--- config.mk ---
export PLATFORM = sky130hd
export DESIGN_NAME = ysyx_24110015_axi_arbiter_flat
export DESIGN_NICKNAME = d
export VERILOG_FILES = /design/src/rtl/ysyx_24110015_bus_pkg.sv /design/src/rtl/axi_lite_if.sv /design/src/rtl/ysyx_24110015_bus_watchdog.sv /design/src/rtl/ysyx_24110015_axi_arbiter.sv /design/src/flat_wrapper.sv
export SDC_FILE = /design/constraint.sdc
export NUM_CORES = 1
export LEC_CHECK = 0
export BUFFER_PORTS_ARGS = -buffer_cell sky130_fd_sc_hd__buf_2
export CAP_MARGIN = 20
export CELL_PAD_IN_SITES_DETAIL_PLACEMENT = 1
export CELL_PAD_IN_SITES_GLOBAL_PLACEMENT = 2
export CORE_AREA = 5 5 175 177
export DETAILED_ROUTE_END_ITERATION = 10
export DIE_AREA = 0 0 180 182
export GPL_ROUTABILITY_DRIVEN = 0
export PLACE_DENSITY = 0.68
export SLEW_MARGIN = 20
export SYNTH_ARGS = -nofsm -noshare
export SYNTH_HDL_FRONTEND = slang
export SYNTH_SLANG_ARGS = --single-unit
--- constraint.sdc ---
create_clock -name clk -period 4 [get_ports clk]
set_input_delay 0.8 -clock clk [delete_from_list [all_inputs] [get_ports clk]]
set_output_delay 0.8 -clock clk [all_outputs]
set_load 0.005 [all_outputs]
--- src/rtl/ysyx_24110015_bus_pkg.sv ---
// Shared types and constants for the AXI-lite bus arbiter.
package ysyx_24110015_bus_pkg;

  localparam int unsigned ADDR_W = 32;
  localparam int unsigned DATA_W = 32;
  localparam int unsigned STRB_W = 4;
  localparam int unsigned SIZE_W = 3;
  localparam int unsigned RESP_W = 2;

  localparam logic [RESP_W-1:0] RESP_OKAY   = 2'b00;
  localparam logic [RESP_W-1:0] RESP_SLVERR = 2'b10;

  typedef enum logic [2:0] {
    IDLE,
    IFU_RD,
    LSU_RD,
    LSU_WR,
    ERR_RESP
  } arb_state_t;

  typedef enum logic {
    MID_IFU,
    MID_LSU
  } master_id_t;

endpackage

--- src/rtl/axi_lite_if.sv ---
// AXI-lite channel bundle: 32-bit address/data, 4-bit strobe, 3-bit size.
interface axi_lite_if;
  import ysyx_24110015_bus_pkg::*;

  logic [ADDR_W-1:0] araddr;
  logic [SIZE_W-1:0] arsize;
  logic              arvalid;
  logic              arready;
  logic [DATA_W-1:0] rdata;
  logic [RESP_W-1:0] rresp;
  logic              rvalid;
  logic              rready;
  logic [ADDR_W-1:0] awaddr;
  logic [SIZE_W-1:0] awsize;
  logic              awvalid;
  logic              awready;
  logic [DATA_W-1:0] wdata;
  logic [STRB_W-1:0] wstrb;
  logic              wvalid;
  logic              wready;
  logic [RESP_W-1:0] bresp;
  logic              bvalid;
  logic              bready;

  modport master (
    output araddr, arsize, arvalid, rready, awaddr, awsize, awvalid, wdata, wstrb, wvalid, bready,
    input  arready, rdata, rresp, rvalid, awready, wready, bresp, bvalid
  );

  modport slave (
    input  araddr, arsize, arvalid, rready, awaddr, awsize, awvalid, wdata, wstrb, wvalid, bready,
    output arready, rdata, rresp, rvalid, awready, wready, bresp, bvalid
  );

endinterface

--- src/rtl/ysyx_24110015_bus_watchdog.sv ---
// Saturating busy-cycle counter; fire_c flags the last allowed cycle of a transaction.
module ysyx_24110015_bus_watchdog #(
  parameter int unsigned TIMEOUT = 4096,
  parameter int unsigned CNT_W   = 13
) (
  input  logic clk,
  input  logic rst,
  input  logic clr,
  input  logic en,
  output logic fire_c
);

  localparam logic [CNT_W-1:0] CNT_LAST = CNT_W'(TIMEOUT - 1);
  localparam logic [CNT_W-1:0] CNT_MAX  = {CNT_W{1'b1}};

  logic [CNT_W-1:0] cnt_q;

  always_ff @(posedge clk) begin
    if (rst || clr) begin
      cnt_q <= '0;
    end else if (en && (cnt_q != CNT_MAX)) begin
      cnt_q <= cnt_q + CNT_W'(1);
    end
  end

  assign fire_c = (TIMEOUT != 0) && en && (cnt_q == CNT_LAST);

endmodule

--- src/rtl/ysyx_24110015_axi_arbiter.sv ---
// Two-master AXI-lite arbiter (IFU read-only, LSU read/write) onto one memory port,
// one transaction at a time, with a watchdog that answers SLVERR on a hung slave.
module ysyx_24110015_axi_arbiter
  import ysyx_24110015_bus_pkg::*;
#(
  parameter int unsigned ROUND_ROBIN = 0,
  parameter int unsigned TIMEOUT     = 4096,
  parameter int unsigned CNT_W       = 13
) (
  input  logic       clk,
  input  logic       rst,
  axi_lite_if.slave  ifu,
  axi_lite_if.slave  lsu,
  axi_lite_if.master mem,
  output logic       timeout_err
);

  arb_state_t state_q, state_d;
  master_id_t grant_q, grant_d, rr_last_q, rr_last_d, winner_c;
  logic       err_wr_q, err_wr_d;
  logic       ifu_req_c, lsu_req_c, busy_c, fire_c;
  logic       rd_done_c, wr_done_c, err_ack_c, err_set_c;
  logic       unused_ifu_wr;

  assign ifu_req_c = ifu.arvalid;
  assign lsu_req_c = lsu.arvalid | lsu.awvalid;
  assign busy_c    = (state_q == IFU_RD) || (state_q == LSU_RD) || (state_q == LSU_WR);
  assign rd_done_c = mem.rvalid & mem.rready;
  assign wr_done_c = mem.bvalid & mem.bready;
  assign err_ack_c = err_wr_q ? lsu.bready : ((grant_q == MID_IFU) ? ifu.rready : lsu.rready);

  // IFU never writes: its write channels stay silent.
  assign ifu.awready   = 1'b0;
  assign ifu.wready    = 1'b0;
  assign ifu.bvalid    = 1'b0;
  assign ifu.bresp     = RESP_OKAY;
  assign unused_ifu_wr = ^{ifu.awaddr, ifu.awsize, ifu.awvalid, ifu.wdata, ifu.wstrb,
                           ifu.wvalid, ifu.bready};

  ysyx_24110015_bus_watchdog #(
    .TIMEOUT (TIMEOUT),
    .CNT_W   (CNT_W)
  ) u_wdog (
    .clk    (clk),
    .rst    (rst),
    .clr    (state_q == IDLE),
    .en     (busy_c),
    .fire_c (fire_c)
  );

  // Conflict resolution: LSU by default, or whoever did not win last time.
  always_comb begin
    winner_c = MID_IFU;
    if (lsu_req_c && !ifu_req_c) begin
      winner_c = MID_LSU;
    end else if (lsu_req_c && ifu_req_c) begin
      if (ROUND_ROBIN == 0) winner_c = MID_LSU;
      else                  winner_c = (rr_last_q == MID_IFU) ? MID_LSU : MID_IFU;
    end
  end

  always_ff @(posedge clk) begin
    if (rst) begin
      state_q     <= IDLE;
      grant_q     <= MID_IFU;
      rr_last_q   <= MID_IFU;
      err_wr_q    <= 1'b0;
      timeout_err <= 1'b0;
    end else begin
      state_q     <= state_d;
      grant_q     <= grant_d;
      rr_last_q   <= rr_last_d;
      err_wr_q    <= err_wr_d;
      timeout_err <= timeout_err | err_set_c;
    end
  end

  // Completion is checked before the watchdog so it wins a same-cycle tie.
  always_comb begin
    state_d   = state_q;
    grant_d   = grant_q;
    rr_last_d = rr_last_q;
    err_wr_d  = err_wr_q;
    err_set_c = 1'b0;
    case (state_q)
      IDLE: begin
        if (ifu_req_c || lsu_req_c) begin
          grant_d   = winner_c;
          rr_last_d = winner_c;
          if (winner_c == MID_IFU) state_d = IFU_RD;
          else                     state_d = lsu.arvalid ? LSU_RD : LSU_WR;
        end
      end
      IFU_RD, LSU_RD: begin
        if (rd_done_c) begin
          state_d = IDLE;
        end else if (fire_c) begin
          state_d   = ERR_RESP;
          err_wr_d  = 1'b0;
          err_set_c = 1'b1;
        end
      end
      LSU_WR: begin
        if (wr_done_c) begin
          state_d = IDLE;
        end else if (fire_c) begin
          state_d   = ERR_RESP;
          err_wr_d  = 1'b1;
          err_set_c = 1'b1;
        end
      end
      ERR_RESP: begin
        if (err_ack_c) state_d = IDLE;
      end
      default: state_d = IDLE;
    endcase
  end

  // Grant mux: pure pass-through of the granted master, synthetic reply in ERR_RESP.
  always_comb begin
    mem.araddr  = '0;
    mem.arsize  = '0;
    mem.arvalid = 1'b0;
    mem.rready  = 1'b0;
    mem.awaddr  = '0;
    mem.awsize  = '0;
    mem.awvalid = 1'b0;
    mem.wdata   = '0;
    mem.wstrb   = '0;
    mem.wvalid  = 1'b0;
    mem.bready  = 1'b0;
    ifu.arready = 1'b0;
    ifu.rdata   = '0;
    ifu.rresp   = RESP_OKAY;
    ifu.rvalid  = 1'b0;
    lsu.arready = 1'b0;
    lsu.rdata   = '0;
    lsu.rresp   = RESP_OKAY;
    lsu.rvalid  = 1'b0;
    lsu.awready = 1'b0;
    lsu.wready  = 1'b0;
    lsu.bresp   = RESP_OKAY;
    lsu.bvalid  = 1'b0;
    case (state_q)
      IFU_RD: begin
        mem.araddr  = ifu.araddr;
        mem.arsize  = ifu.arsize;
        mem.arvalid = ifu.arvalid;
        ifu.arready = mem.arready;
        ifu.rdata   = mem.rdata;
        ifu.rresp   = mem.rresp;
        ifu.rvalid  = mem.rvalid;
        mem.rready  = ifu.rready;
      end
      LSU_RD: begin
        mem.araddr  = lsu.araddr;
        mem.arsize  = lsu.arsize;
        mem.arvalid = lsu.arvalid;
        lsu.arready = mem.arready;
        lsu.rdata   = mem.rdata;
        lsu.rresp   = mem.rresp;
        lsu.rvalid  = mem.rvalid;
        mem.rready  = lsu.rready;
      end
      LSU_WR: begin
        mem.awaddr  = lsu.awaddr;
        mem.awsize  = lsu.awsize;
        mem.awvalid = lsu.awvalid;
        lsu.awready = mem.awready;
        mem.wdata   = lsu.wdata;
        mem.wstrb   = lsu.wstrb;
        mem.wvalid  = lsu.wvalid;
        lsu.wready  = mem.wready;
        lsu.bresp   = mem.bresp;
        lsu.bvalid  = mem.bvalid;
        mem.bready  = lsu.bready;
      end
      ERR_RESP: begin
        if (err_wr_q) begin
          lsu.bvalid = 1'b1;
          lsu.bresp  = RESP_SLVERR;
        end else if (grant_q == MID_IFU) begin
          ifu.rvalid = 1'b1;
          ifu.rresp  = RESP_SLVERR;
        end else begin
          lsu.rvalid = 1'b1;
          lsu.rresp  = RESP_SLVERR;
        end
      end
      default: ;
    endcase
  end

endmodule

--- src/flat_wrapper.sv ---
// flat-port wrapper written by rule: the top's interface ports become plain ports
module ysyx_24110015_axi_arbiter_flat import ysyx_24110015_bus_pkg::*;
#(
  parameter int unsigned ROUND_ROBIN = 0,
  parameter int unsigned TIMEOUT     = 4096,
  parameter int unsigned CNT_W       = 13
)
  (clk, rst, timeout_err, ifu_araddr, ifu_arsize, ifu_arvalid, ifu_rready, ifu_awaddr, ifu_awsize, ifu_awvalid, ifu_wdata, ifu_wstrb, ifu_wvalid, ifu_bready, ifu_arready, ifu_rdata, ifu_rresp, ifu_rvalid, ifu_awready, ifu_wready, ifu_bresp, ifu_bvalid, lsu_araddr, lsu_arsize, lsu_arvalid, lsu_rready, lsu_awaddr, lsu_awsize, lsu_awvalid, lsu_wdata, lsu_wstrb, lsu_wvalid, lsu_bready, lsu_arready, lsu_rdata, lsu_rresp, lsu_rvalid, lsu_awready, lsu_wready, lsu_bresp, lsu_bvalid, mem_araddr, mem_arsize, mem_arvalid, mem_rready, mem_awaddr, mem_awsize, mem_awvalid, mem_wdata, mem_wstrb, mem_wvalid, mem_bready, mem_arready, mem_rdata, mem_rresp, mem_rvalid, mem_awready, mem_wready, mem_bresp, mem_bvalid);
  axi_lite_if ifu_i ();
  axi_lite_if lsu_i ();
  axi_lite_if mem_i ();
  input  logic clk;
  input  logic rst;
  output logic timeout_err;
  input wire logic [$bits(ifu_i.araddr)-1:0] ifu_araddr;
  input wire logic [$bits(ifu_i.arsize)-1:0] ifu_arsize;
  input wire logic [$bits(ifu_i.arvalid)-1:0] ifu_arvalid;
  input wire logic [$bits(ifu_i.rready)-1:0] ifu_rready;
  input wire logic [$bits(ifu_i.awaddr)-1:0] ifu_awaddr;
  input wire logic [$bits(ifu_i.awsize)-1:0] ifu_awsize;
  input wire logic [$bits(ifu_i.awvalid)-1:0] ifu_awvalid;
  input wire logic [$bits(ifu_i.wdata)-1:0] ifu_wdata;
  input wire logic [$bits(ifu_i.wstrb)-1:0] ifu_wstrb;
  input wire logic [$bits(ifu_i.wvalid)-1:0] ifu_wvalid;
  input wire logic [$bits(ifu_i.bready)-1:0] ifu_bready;
  output wire logic [$bits(ifu_i.arready)-1:0] ifu_arready;
  output wire logic [$bits(ifu_i.rdata)-1:0] ifu_rdata;
  output wire logic [$bits(ifu_i.rresp)-1:0] ifu_rresp;
  output wire logic [$bits(ifu_i.rvalid)-1:0] ifu_rvalid;
  output wire logic [$bits(ifu_i.awready)-1:0] ifu_awready;
  output wire logic [$bits(ifu_i.wready)-1:0] ifu_wready;
  output wire logic [$bits(ifu_i.bresp)-1:0] ifu_bresp;
  output wire logic [$bits(ifu_i.bvalid)-1:0] ifu_bvalid;
  input wire logic [$bits(lsu_i.araddr)-1:0] lsu_araddr;
  input wire logic [$bits(lsu_i.arsize)-1:0] lsu_arsize;
  input wire logic [$bits(lsu_i.arvalid)-1:0] lsu_arvalid;
  input wire logic [$bits(lsu_i.rready)-1:0] lsu_rready;
  input wire logic [$bits(lsu_i.awaddr)-1:0] lsu_awaddr;
  input wire logic [$bits(lsu_i.awsize)-1:0] lsu_awsize;
  input wire logic [$bits(lsu_i.awvalid)-1:0] lsu_awvalid;
  input wire logic [$bits(lsu_i.wdata)-1:0] lsu_wdata;
  input wire logic [$bits(lsu_i.wstrb)-1:0] lsu_wstrb;
  input wire logic [$bits(lsu_i.wvalid)-1:0] lsu_wvalid;
  input wire logic [$bits(lsu_i.bready)-1:0] lsu_bready;
  output wire logic [$bits(lsu_i.arready)-1:0] lsu_arready;
  output wire logic [$bits(lsu_i.rdata)-1:0] lsu_rdata;
  output wire logic [$bits(lsu_i.rresp)-1:0] lsu_rresp;
  output wire logic [$bits(lsu_i.rvalid)-1:0] lsu_rvalid;
  output wire logic [$bits(lsu_i.awready)-1:0] lsu_awready;
  output wire logic [$bits(lsu_i.wready)-1:0] lsu_wready;
  output wire logic [$bits(lsu_i.bresp)-1:0] lsu_bresp;
  output wire logic [$bits(lsu_i.bvalid)-1:0] lsu_bvalid;
  output wire logic [$bits(mem_i.araddr)-1:0] mem_araddr;
  output wire logic [$bits(mem_i.arsize)-1:0] mem_arsize;
  output wire logic [$bits(mem_i.arvalid)-1:0] mem_arvalid;
  output wire logic [$bits(mem_i.rready)-1:0] mem_rready;
  output wire logic [$bits(mem_i.awaddr)-1:0] mem_awaddr;
  output wire logic [$bits(mem_i.awsize)-1:0] mem_awsize;
  output wire logic [$bits(mem_i.awvalid)-1:0] mem_awvalid;
  output wire logic [$bits(mem_i.wdata)-1:0] mem_wdata;
  output wire logic [$bits(mem_i.wstrb)-1:0] mem_wstrb;
  output wire logic [$bits(mem_i.wvalid)-1:0] mem_wvalid;
  output wire logic [$bits(mem_i.bready)-1:0] mem_bready;
  input wire logic [$bits(mem_i.arready)-1:0] mem_arready;
  input wire logic [$bits(mem_i.rdata)-1:0] mem_rdata;
  input wire logic [$bits(mem_i.rresp)-1:0] mem_rresp;
  input wire logic [$bits(mem_i.rvalid)-1:0] mem_rvalid;
  input wire logic [$bits(mem_i.awready)-1:0] mem_awready;
  input wire logic [$bits(mem_i.wready)-1:0] mem_wready;
  input wire logic [$bits(mem_i.bresp)-1:0] mem_bresp;
  input wire logic [$bits(mem_i.bvalid)-1:0] mem_bvalid;
  assign ifu_i.araddr = ifu_araddr;
  assign ifu_i.arsize = ifu_arsize;
  assign ifu_i.arvalid = ifu_arvalid;
  assign ifu_i.rready = ifu_rready;
  assign ifu_i.awaddr = ifu_awaddr;
  assign ifu_i.awsize = ifu_awsize;
  assign ifu_i.awvalid = ifu_awvalid;
  assign ifu_i.wdata = ifu_wdata;
  assign ifu_i.wstrb = ifu_wstrb;
  assign ifu_i.wvalid = ifu_wvalid;
  assign ifu_i.bready = ifu_bready;
  assign ifu_arready = ifu_i.arready;
  assign ifu_rdata = ifu_i.rdata;
  assign ifu_rresp = ifu_i.rresp;
  assign ifu_rvalid = ifu_i.rvalid;
  assign ifu_awready = ifu_i.awready;
  assign ifu_wready = ifu_i.wready;
  assign ifu_bresp = ifu_i.bresp;
  assign ifu_bvalid = ifu_i.bvalid;
  assign lsu_i.araddr = lsu_araddr;
  assign lsu_i.arsize = lsu_arsize;
  assign lsu_i.arvalid = lsu_arvalid;
  assign lsu_i.rready = lsu_rready;
  assign lsu_i.awaddr = lsu_awaddr;
  assign lsu_i.awsize = lsu_awsize;
  assign lsu_i.awvalid = lsu_awvalid;
  assign lsu_i.wdata = lsu_wdata;
  assign lsu_i.wstrb = lsu_wstrb;
  assign lsu_i.wvalid = lsu_wvalid;
  assign lsu_i.bready = lsu_bready;
  assign lsu_arready = lsu_i.arready;
  assign lsu_rdata = lsu_i.rdata;
  assign lsu_rresp = lsu_i.rresp;
  assign lsu_rvalid = lsu_i.rvalid;
  assign lsu_awready = lsu_i.awready;
  assign lsu_wready = lsu_i.wready;
  assign lsu_bresp = lsu_i.bresp;
  assign lsu_bvalid = lsu_i.bvalid;
  assign mem_araddr = mem_i.araddr;
  assign mem_arsize = mem_i.arsize;
  assign mem_arvalid = mem_i.arvalid;
  assign mem_rready = mem_i.rready;
  assign mem_awaddr = mem_i.awaddr;
  assign mem_awsize = mem_i.awsize;
  assign mem_awvalid = mem_i.awvalid;
  assign mem_wdata = mem_i.wdata;
  assign mem_wstrb = mem_i.wstrb;
  assign mem_wvalid = mem_i.wvalid;
  assign mem_bready = mem_i.bready;
  assign mem_i.arready = mem_arready;
  assign mem_i.rdata = mem_rdata;
  assign mem_i.rresp = mem_rresp;
  assign mem_i.rvalid = mem_rvalid;
  assign mem_i.awready = mem_awready;
  assign mem_i.wready = mem_wready;
  assign mem_i.bresp = mem_bresp;
  assign mem_i.bvalid = mem_bvalid;
  ysyx_24110015_axi_arbiter #(.ROUND_ROBIN(ROUND_ROBIN), .TIMEOUT(TIMEOUT), .CNT_W(CNT_W)) u_core (.clk(clk), .rst(rst), .ifu(ifu_i), .lsu(lsu_i), .mem(mem_i), .timeout_err(timeout_err));
endmodule
==> impl_metrics.py <==
metrics = {
    "timing": {
        "timing_hold_violations_final": 0,
        "setup_viol": 0,
        "relSlewSlack": 0.528,
        "period_minus_slack_ps": 2940,
        "timing.final.max_slew_violations": 0,
        "worst_pin_slew_ps": 708,
        "final.period_utilization": 0.735,
        "timing.clock.skew_ps": 2.52,
        "totalNegativeSetupSlack_ps": 0,
        "rsz0062_at_grt": "false",
        "fmax_mhz": 340,
        "finalWorstSetupSlack_ps": 1060,
    },
    "setup_path": {
        "crit_path_top_delay_cell": "sky130_fd_sc_hd__dfxtp_1",
        "cp_top_family": "buffers and inverters",
        "worst-endpoint-required_ps": 3200,
        "path_cells": "nand2b_1 > nor2_4 > buf_4 > a22o_1 > buf_2",
        "worstSetupEndpointType": "output pin",
        "regToRegSetupSlack_ps": 1740,
        "critical_path_buf_inv_count": 2,
        "cp_slowest_stage_delay_ps": 620,
        "crit_path_max_fanout": 73,
        "worstSetupStartpointType": "register",
        "startpoint": "u_core.state_q[0]",
        "critical_path_class": "register to output pin",
        "timing.critical_path.arrival_ps": 2140,
        "regToRegStartpoint": "u_core.state_q[0]",
    },
    "floorplan": {
        "core_area_um2": 29100,
        "chipHeight_um": 182,
        "start_util": 0.0852,
        "total_die_area_um2": 32800,
        "top_level_ports": 459,
        "die_w_um": 180,
        "std_cell_rows": 63,
    },
    "global_route": {
        "grt_first_pass_wirelength_mm": 24.3,
        "global_route.overflow_total": 0,
        "maximum_number_of_pins_on_one_net_before_global_route_repair": 82,
        "groute.usage.overall": 0.0937,
        "number_of_antenna_violations_at_the_first_check_in_global_routing": 3,
        "vias_in_the_first_global_route": 3764,
    },
    "hold_path": {
        "min_from": "u_core.timeout_err",
        "hold_path.class": "register to register",
    },
    "cts": {
        "post_cts.resized_instances": 0,
        "cts.hold.buffers_added": 0,
        "cts_setup_buffers": 0,
        "clock_insertion_delay_worst_skew_ps": 250,
        "clock_sinks": 19,
        "cts_root_buf": "sky130_fd_sc_hd__clkbuf_16",
        "cts-htree-levels": 1,
        "cts_max_path_buffers": 2,
        "clk_pin_slew_ps": 50,
        "tritoncts_buffer_count": 3,
        "tritoncts_clock_tree": "built",
    },
    "finish": {
        "syn2layout_area_growth_pct": 95.9,
        "layout.cells.most_common": "sky130_fd_sc_hd__buf_2",
        "layout.filler_cells": 3672,
        "final_area_um2": 4860,
        "mostFrequentLayoutCells": "sky130_fd_sc_hd__buf_2 (379), sky130_fd_sc_hd__and2_1 (145), sky130_fd_sc_hd__a22o_1 (38)",
        "nets": 971,
        "post-route-util": 0.167,
        "drive_gt1_frac": 0.563,
    },
    "logic_synthesis": {
        "syn_inst": 346,
        "post-synth-top-area-cell": "sky130_fd_sc_hd__and2_1",
        "synth_xor_area_frac": 0.0389,
        "synth.area.mux_share": 0.0212,
        "netlist-cell-type-count": 40,
        "synthesis.area_per_instance_um2": 7.16,
        "synth_top_cells_by_area": "sky130_fd_sc_hd__and2_1 (37%), sky130_fd_sc_hd__dfxtp_1 (15%), sky130_fd_sc_hd__a22o_1 (13%)",
        "ys_ff_latch": 19,
        "yosysWarnings": 0,
        "synthSimpleGateAreaFrac": 0.504,
        "synth_compound_area_frac": 0.208,
        "synth_largest_type_area_fraction": 0.366,
        "post_synth_instance_area_um2": 2480,
        "yosys.area_share.adder": 0.00505,
        "seq_area_frac_synth": 0.153,
        "synth_top_family_by_area": "simple AND/OR/NAND/NOR gates",
    },
    "place": {
        "placed_inst_area_um2": 4770,
        "dp_slack_ps": 1330,
        "post-dp-hpwl_mm": 14.8,
        "port_buffers": 379,
    },
    "route": {
        "detail_route.wl_per_cell_um": 15.5,
        "drt-vias-per-instance": 3.48,
        "antenna_violating_nets_remaining": 0,
        "via_count": 3810,
        "drt-pass1-iter-count": 4,
        "detail_route.iter0.violations": 137,
        "drcViolationCount": 0,
        "drt-total-wl_mm": 17.0,
    },
    "pwr": {
        "power.leakage_uw": 0.00281,
        "worst_voltage_drop_across_the_vdd_grid_uv": 108,
        "power_per_cell_area_nw_per_um2": 271,
    },
    "run_status": {
        "result_of_the_run": "finished clean",
    },
    "flow_run": {
        "maxCapViolCount": 0,
    },
}
==> tightest hold or removal path, stage by stage (launching register included) <==
cell and delay (ps):
sky130_fd_sc_hd__dfxtp_1 310, sky130_fd_sc_hd__inv_1 50, sky130_fd_sc_hd__a21oi_1 50
==> cell usage after synthesis, drive strengths merged <==
| library cell | number |
|---|---|
| a21o | 2 |
| inv | 5 |
| and4 | 2 |
| nor3b | 1 |
| a22o | 38 |
| dfxtp | 19 |
| ha | 1 |
| a2111oi | 3 |
| and3 | 1 |
| nand2b | 4 |
| o21bai | 1 |
| nor3 | 3 |
| o2111ai | 1 |
| and3b | 3 |
| or2 | 1 |
| xor2 | 5 |
| mux2 | 2 |
| nor2 | 18 |
| nand3 | 9 |
| clkbuf | 25 |
| conb | 1 |
| a32oi | 1 |
| a21oi | 7 |
| a211o | 1 |
| nand4 | 6 |
| and2 | 145 |
| a32o | 2 |
| o21ba | 1 |
| a211oi | 2 |
| mux2i | 3 |
| nand2 | 13 |
| buf | 8 |
| a31oi | 1 |
| o21ai | 2 |
| nor4 | 2 |
| xnor2 | 6 |
| a311oi | 1 |
==> path summary, 6_finish.rpt <==
path                                            to  cells past startpoint
worst max-delay path                mem_araddr[19]                      5
worst min-delay path            u_core.timeout_err                      2
worst max register to register   u_core.state_q[0]                      5
worst min register to register  u_core.timeout_err                      2
==> where the power goes <==
part	internal (µW)	switching (µW)	leakage (µW)
clock network	135	68.2	0.0000382
logic	424	442	0.00262
registers	208	40.7	0.000154
total	767	551	0.00281
==> logic make-up (layout without fill, tap and decap cells) <==
| logic type | after synthesis | count (layout) |
|---|---|---|
| fa+ha+maj | 1 | 1 |
| xor+xnor | 11 | 11 |
| other cells | 1 | 6 |
| flops | 19 | 19 |
| compound gates | 63 | 63 |
| mux | 5 | 5 |
| buf+inv | 38 | 392 |
| simple gates | 208 | 208 |
==> metrics by stage <==
| step | std cells | power (µW) | hold slack [ps] |
|---|---|---|---|
| finish | 1095 | 1320 | 453 |
| floorplan | 350 | 680 | 436 |
| global route | 1094 | 1430 | 464 |
| global placement | 1090 | 1140 | 435 |
| detailed placement | 1090 | 1140 | 447 |
| CTS | 1094 | 1350 | 455 |
==> state kept, by name, indices dropped and copies added, names as in the netlist <==
name and count:
u_core.err_wr_q 1, u_core.grant_q 1, u_core.state_q 3, u_core.timeout_err 1
u_core.u_wdog.cnt_q 13
==> layout make-up <==
type / instances / area, µm² / area share
multi-input cells: 293 / 1960 / 0.404
inverters: 5 / 18.8 / 0.00386
clock buffers: 4 / 78.8 / 0.0162
well taps: 390 / 488 / 0.100
diodes: 1 / 2.50 / 0.000515
repair buffers: 383 / 1930 / 0.397
flip-flops and latches: 19 / 380 / 0.0783
==> per-layer routing <==
metal | global-route usage | wire [µm] | vias to the layer above
li1 | - | - | 1881
met1 | 0.118 | 7340 | 1716
met2 | 0.166 | 8300 | 201
met3 | 0.0244 | 1250 | 8
met4 | 0.0101 | 78 | 4
met5 | 0 | 27 | -
Power figures use the tool's default switching activity.
